## src/rtl/gba_wave_ram_arb_pkg.sv

```systemverilog
// Shared sound-block definitions for the wave-RAM arbiter: FSM encoding,
// address/lane decode widths and the playback address decode.
package gba_wave_ram_arb_pkg;

  localparam int unsigned PTR_W  = 6;
  localparam int unsigned ADDR_W = 3;
  localparam int unsigned LANE_W = 2;
  localparam int unsigned WORD_W = 2;
  localparam int unsigned NIB_W  = 4;
  localparam int unsigned DATA_W = 32;
  localparam int unsigned BE_W   = 4;

  typedef enum logic [2:0] {
    IDLE,
    PLAY_ADDR,
    PLAY_DATA,
    CPU_WR,
    CPU_ADDR,
    CPU_DATA
  } arb_state_t;

  // In 64-sample mode the top pointer bit walks across both banks.
  function automatic logic [ADDR_W-1:0] play_addr(input logic [2:0] ptr_hi,
                                                  input logic       bank,
                                                  input logic       dim);
    logic b;
    b = dim ? (bank ^ ptr_hi[2]) : bank;
    return {b, ptr_hi[1:0]};
  endfunction

endpackage

```

## src/rtl/gba_wave_nibble_sel.sv

```systemverilog
// Picks one 4-bit sample out of a 32-bit wave-RAM word: byte lane 0 is
// bits [7:0]; the even sample of each byte is its high nibble.
module gba_wave_nibble_sel
  import gba_wave_ram_arb_pkg::*;
(
  input  logic [DATA_W-1:0] i_word,
  input  logic [LANE_W-1:0] i_lane,
  input  logic              i_lo,
  output logic [NIB_W-1:0]  o_nibble
);

  logic [7:0] w_byte;

  always_comb begin
    w_byte = '0;
    case (i_lane)
      2'd0:    w_byte = i_word[7:0];
      2'd1:    w_byte = i_word[15:8];
      2'd2:    w_byte = i_word[23:16];
      default: w_byte = i_word[31:24];
    endcase
    o_nibble = i_lo ? w_byte[3:0] : w_byte[7:4];
  end

endmodule

```

## src/rtl/gba_wave_ram_arb.sv

```systemverilog
// Wave-RAM arbiter: shares one 8x32 single-port RAM between sample playback
// and CPU word accesses, with bounded CPU starvation.
module gba_wave_ram_arb
  import gba_wave_ram_arb_pkg::*;
#(
  parameter int unsigned CPU_MAX_WAIT = 1
) (
  input  logic              clk,
  input  logic              reset_n,
  input  logic              gb_on,
  input  logic              cpu_req,
  input  logic              cpu_we,
  input  logic [WORD_W-1:0] cpu_word,
  input  logic [DATA_W-1:0] cpu_wdata,
  input  logic [BE_W-1:0]   cpu_be,
  output logic              cpu_ack,
  output logic [DATA_W-1:0] cpu_rdata,
  input  logic              bank_play,
  input  logic              dim,
  input  logic              play_req,
  input  logic [PTR_W-1:0]  play_ptr,
  output logic              play_ack,
  output logic [NIB_W-1:0]  play_nibble,
  output logic [ADDR_W-1:0] ram_addr,
  output logic              ram_we,
  output logic [BE_W-1:0]   ram_be,
  output logic [DATA_W-1:0] ram_wdata,
  input  logic [DATA_W-1:0] ram_rdata
);

  localparam int unsigned WAIT_W = (CPU_MAX_WAIT < 1) ? 1 : $clog2(CPU_MAX_WAIT + 1);
  localparam logic [WAIT_W-1:0] WAIT_MAX = WAIT_W'(CPU_MAX_WAIT);

  arb_state_t r_state, w_next;

  logic [WAIT_W-1:0] r_wait;
  logic [PTR_W-1:0]  r_ptr;
  logic              r_bank;
  logic              r_dim;
  logic [ADDR_W-1:0] r_cpu_addr;
  logic [BE_W-1:0]   r_be;
  logic [DATA_W-1:0] r_wdata;
  logic [DATA_W-1:0] r_cpu_rdata;
  logic              r_cpu_ack;
  logic              r_play_ack;
  logic [NIB_W-1:0]  r_nibble;

  logic              w_idle;
  logic              w_grant_play;
  logic              w_grant_cpu;
  logic [NIB_W-1:0]  w_nibble;

  assign w_idle       = (r_state == IDLE) && gb_on;
  assign w_grant_play = w_idle && play_req && (!cpu_req || (r_wait < WAIT_MAX));
  assign w_grant_cpu  = w_idle && !w_grant_play && cpu_req;

  always_ff @(posedge clk or negedge reset_n) begin
    if (!reset_n) r_state <= IDLE;
    else          r_state <= w_next;
  end

  always_comb begin
    w_next = r_state;
    case (r_state)
      IDLE: begin
        if (w_grant_play)     w_next = PLAY_ADDR;
        else if (w_grant_cpu) w_next = cpu_we ? CPU_WR : CPU_ADDR;
      end
      PLAY_ADDR: w_next = PLAY_DATA;
      PLAY_DATA: w_next = IDLE;
      CPU_WR:    w_next = IDLE;
      CPU_ADDR:  w_next = CPU_DATA;
      CPU_DATA:  w_next = IDLE;
      default:   w_next = IDLE;
    endcase
    if (!gb_on) w_next = IDLE;
  end

  gba_wave_nibble_sel u_nibble_sel (
    .i_word   (ram_rdata),
    .i_lane   (r_ptr[2:1]),
    .i_lo     (r_ptr[0]),
    .o_nibble (w_nibble)
  );

  always_ff @(posedge clk or negedge reset_n) begin
    if (!reset_n) begin
      r_wait      <= '0;
      r_ptr       <= '0;
      r_bank      <= 1'b0;
      r_dim       <= 1'b0;
      r_cpu_addr  <= '0;
      r_be        <= '0;
      r_wdata     <= '0;
      r_cpu_rdata <= '0;
      r_cpu_ack   <= 1'b0;
      r_play_ack  <= 1'b0;
      r_nibble    <= '0;
    end else begin
      r_cpu_ack  <= 1'b0;
      r_play_ack <= 1'b0;
      if (!gb_on) begin
        r_wait   <= '0;
        r_nibble <= '0;
      end else begin
        if (w_grant_play) begin
          r_ptr  <= play_ptr;
          r_bank <= bank_play;
          r_dim  <= dim;
          if (cpu_req) r_wait <= r_wait + WAIT_W'(1);
        end
        if (w_grant_cpu) begin
          r_wait     <= '0;
          r_cpu_addr <= {~bank_play, cpu_word};
          r_be       <= cpu_be;
          r_wdata    <= cpu_wdata;
        end
        if (r_state == PLAY_DATA) begin
          r_nibble   <= w_nibble;
          r_play_ack <= 1'b1;
        end
        if (r_state == CPU_DATA) begin
          r_cpu_rdata <= ram_rdata;
          r_cpu_ack   <= 1'b1;
        end
      end
    end
  end

  // RAM controls decode from the state so reset or flush drops them at once.
  always_comb begin
    ram_addr = '0;
    ram_we   = 1'b0;
    ram_be   = '0;
    case (r_state)
      PLAY_ADDR, PLAY_DATA: ram_addr = play_addr(r_ptr[5:3], r_bank, r_dim);
      CPU_WR: begin
        ram_addr = r_cpu_addr;
        ram_we   = gb_on;
        ram_be   = r_be;
      end
      CPU_ADDR, CPU_DATA: ram_addr = r_cpu_addr;
      default: ;
    endcase
  end

  assign ram_wdata   = r_wdata;
  assign cpu_ack     = gb_on & (r_cpu_ack | (r_state == CPU_WR));
  assign cpu_rdata   = r_cpu_rdata;
  assign play_ack    = gb_on & r_play_ack;
  assign play_nibble = r_nibble;

endmodule

```

## config.mk

```make
export PLATFORM = sky130hd
export DESIGN_NAME = gba_wave_ram_arb
export DESIGN_NICKNAME = d
export VERILOG_FILES = /design/src/rtl/gba_wave_ram_arb_pkg.sv /design/src/rtl/gba_wave_nibble_sel.sv /design/src/rtl/gba_wave_ram_arb.sv
export SDC_FILE = /design/constraint.sdc
export NUM_CORES = 1
export LEC_CHECK = 0
export BUFFER_PORTS_ARGS = -buffer_cell sky130_fd_sc_hd__buf_2
export CAP_MARGIN = 10
export CORE_ASPECT_RATIO = 0.7
export CORE_UTILIZATION = 48
export DETAILED_ROUTE_END_ITERATION = 12
export GPL_TIMING_DRIVEN = 1
export MAX_ROUTING_LAYER = met4
export PLACE_DENSITY = 0.85
export RECOVER_POWER = 25
export SETUP_SLACK_MARGIN = 0.15
export SYNTH_ARGS = -nofsm -noshare
export SYNTH_HDL_FRONTEND = slang
export SYNTH_SLANG_ARGS = --single-unit
```

## constraint.sdc

```tcl
create_clock -name clk -period 1.9 [get_ports clk]
set_input_delay 0.19 -clock clk [delete_from_list [all_inputs] [get_ports clk]]
set_output_delay 0.19 -clock clk [all_outputs]
set_load 0.01 [all_outputs]
```

==> impl_metrics.ini <==
[cts]
cts.reportedPaths.clkPinSlew_ns = 0.07
cts_sinks = 89
clock_latency_ns = 0.33
cts_buffer_depth = 2
cts_tree = done
cts_max_level = 3
ctsRootBufferMaster = clkbuf_16
numCtsBuffers = 9

[routing]
first_iter_violations = 195
vias = 2911
dr.pass1.iters = 9
via_per_inst = 5.293
ant_nets = 0
wire_per_inst_um = 16.81
routed_wirelength_um = 9248
drc_errors = 18

[synth]
syn_area_per_cell_um2 = 14.73
synth.distinct_cells = 35
yosys.area.top_type = dfrtp_1
synth_edf_count = 0
ys_ff_latch = 89
synth.top_cells.by_count = dfrtp_1 (89), mux2_2 (46), mux2_4 (38)
async_flop_share_pct = 100.0
synthMostInstantiatedCell = dfrtp_1
synth_nets = 355
ys.flop_type = dfrtp_1
synthesis.area_um2 = 3993
yosys-top-cells-area = dfrtp_1 (56%), mux2_4 (14%), mux2_2 (13%), mux2i_1 (2.0%), buf_6 (1.7%)
synth_cells = 271
ys_seq_area_share_pct = 55.78
yosysWarnings = 0
yosysTopAreaCellShare_pct = 55.78

[timing]
max_freq_ghz = 0.5743
slew_viol_final = 0
hold_viol = 0
period_share_pct = 91.65
rsz0062_at_grt = true
tightestPinTransition_ns = 0.8380
period_minus_slack_ns = 1.741
fin_skew_ns = 0.008895
relSlewSlack_pct = 44.13
finalSetupTns_ns = 0
setup_viol = 0

[die]
io_pins = 162
die_h_um = 78.31
dieArea_um2 = 8692
initial_core_util_pct = 50.08
coreArea_um2 = 7973
placementRows = 27
die_w_um = 111.0

[final_layout]
drive_gt1_share_pct = 56.57
synthToLayoutAreaGrowth_pct = 31.49
register_area_um2 = 2228
multi_input_comb_area_um2 = 1677
fin_area_um2 = 5250
diodes = 0
fin_nets = 528
n_fill_cell = 618

[setup_path]
path_max_fanout = 6
cp-start-kind = register
cp.required_ns = 1.71
crit_arrival_ns = 1.55
worst-setup-path-type = register to output port
end_kind = output port

[run_status]
violations = design-rule violations
status = complete, but fails checks

[worst_hold_path]
min_path_type = input port to register

[place]
numPortBuffers = 161
post_dp_cell_area_um2 = 4917
place_congestion = 0.8688
hpwl_um = 6746

[power]
ir_worst_vdd_mv = 0.5040
comb_power_share_pct = 27.9
p_int_mw = 4.228
p_sw_mw = 1.813
p_clk_share_pct = 28.1
seqPwrFrac_pct = 43.9
p_leak_nw = 2.762
power-per-cell-area_nw_per_um2 = 1151
switching_share_pct = 30.01
power.total_mw = 6.041

[global_routing]
grt_max_degree = 58
first_global_vias = 2990
antenna_found_initial = 0
grtUsageTotal_pct = 22.88
overflow = 0
grt_pass1_wl_um = 14950

[run]
cap_violations = 0
## worst max-delay path, cell delays in order (launching register included)
cell,delay (ns)
dfrtp_1,0.40
buf_6,0.14
mux2_4,0.30
a22oi_2,0.18
o21ai_1,0.07
buf_2,0.15
## registers in the layout (all words and copies together) (netlist names)
signal / flops
r_play_ack: 1
r_ptr: 6
r_cpu_ack: 1
cpu_rdata: 32
r_bank: 1
r_wait: 1
play_nibble: 4
r_dim: 1
r_state: 3
ram_wdata: 32
r_be: 4
r_cpu_addr: 3
## metal layers
layer | track usage, % | part of all wire (%) | vias up
met5 | - | 0 | -
met1 | 30.36 | 44 | 1446
li1 | - | - | 1333
met4 | 7.123 | 1.7 | 0
met3 | 5.097 | 6.4 | 14
met2 | 35.41 | 48 | 118
## cells by family after synthesis
logic type | synth area share, %
compound gates | 5.892
flops | 55.78
buf+inv | 2.945
simple gates | 5.892
xor+xnor | 0.2194
mux | 29.27
## power by group through the flow
stage	Clock (mW)	Sequential, mW	Combinational, mW
final	1.70	2.65	1.69
after global placement	0	2.64	1.65
after global routing	1.84	2.71	1.82
after CTS	1.74	2.64	1.73
after floorplan	0	2.76	0.897
after detailed placement	0	2.66	1.70
## worst paths after layout
| kind | startpoint | endpoint | slack [ns] | cells after the start |
|---|---|---|---|---|
| max | r_state[1] | ram_addr[1] | 0.16 | 5 |
| min reg2reg | play_nibble[0] | play_nibble[0] | 0.50 | 2 |
| max reg2reg | r_state[1] | r_be[3] | 0.19 | 6 |
| max in group asynchronous | reset_n | r_ptr[1] | 0.61 | 3 |
| min | bank_play | r_cpu_addr[2] | 0.06 | 2 |
| min in group asynchronous | reset_n | cpu_rdata[6] | 0.51 | 2 |
## through the flow
stage	setup WS, ns	utilization [%]	hold slack, ns	cells
CTS	0.1455	65.96	0.04771	548
global route	0.09927	65.85	0.06207	550
detailed placement	0.2141	61.68	0.1632	528
floorplan	0.2866	-	-0.1056	271
finish	0.1587	65.85	0.06099	550
global placement	0.2765	61.68	0.1515	528
## layout by cell type, fill, tap and decap left out, types with 3 or more instances in the layout
cell type / count
o21ai_0: 5
nand2b_1: 4
mux2_2: 45
buf_2: 129
a21oi_1: 5
a32oi_1: 5
nand2_1: 9
nand3_1: 4
mux2i_1: 8
nand3b_1: 3
dfrtp_1: 88
clkbuf_16: 9
inv_1: 4
and2_1: 6
nor2_1: 4
a32o_1: 3
clkbuf_1: 31
o221ai_1: 3
mux2_4: 39
buf_4: 10
## what timing repair did
| item | 4_1_cts | 5_1_grt |
|---|---|---|
| hold buffers | 1 | 0 |
| resized for setup | 6 | 6 |
| pin swaps | 3 | 1 |
| endpoints found under the setup margin | 3 | 63 |
| setup buffers | 3 | 2 |
| endpoints found under the hold margin | 32 | 0 |
## layout make-up
class,instances,area share (%)
well taps,101,2.407
clock buffers,10,4.552
flip-flops and latches,89,42.45
inverters,4,0.2860
multi-input cells,164,31.94
repair buffers,176,17.42
clock inverters,6,0.9533
No activity file was read; power rests on OpenSTA's default activity.
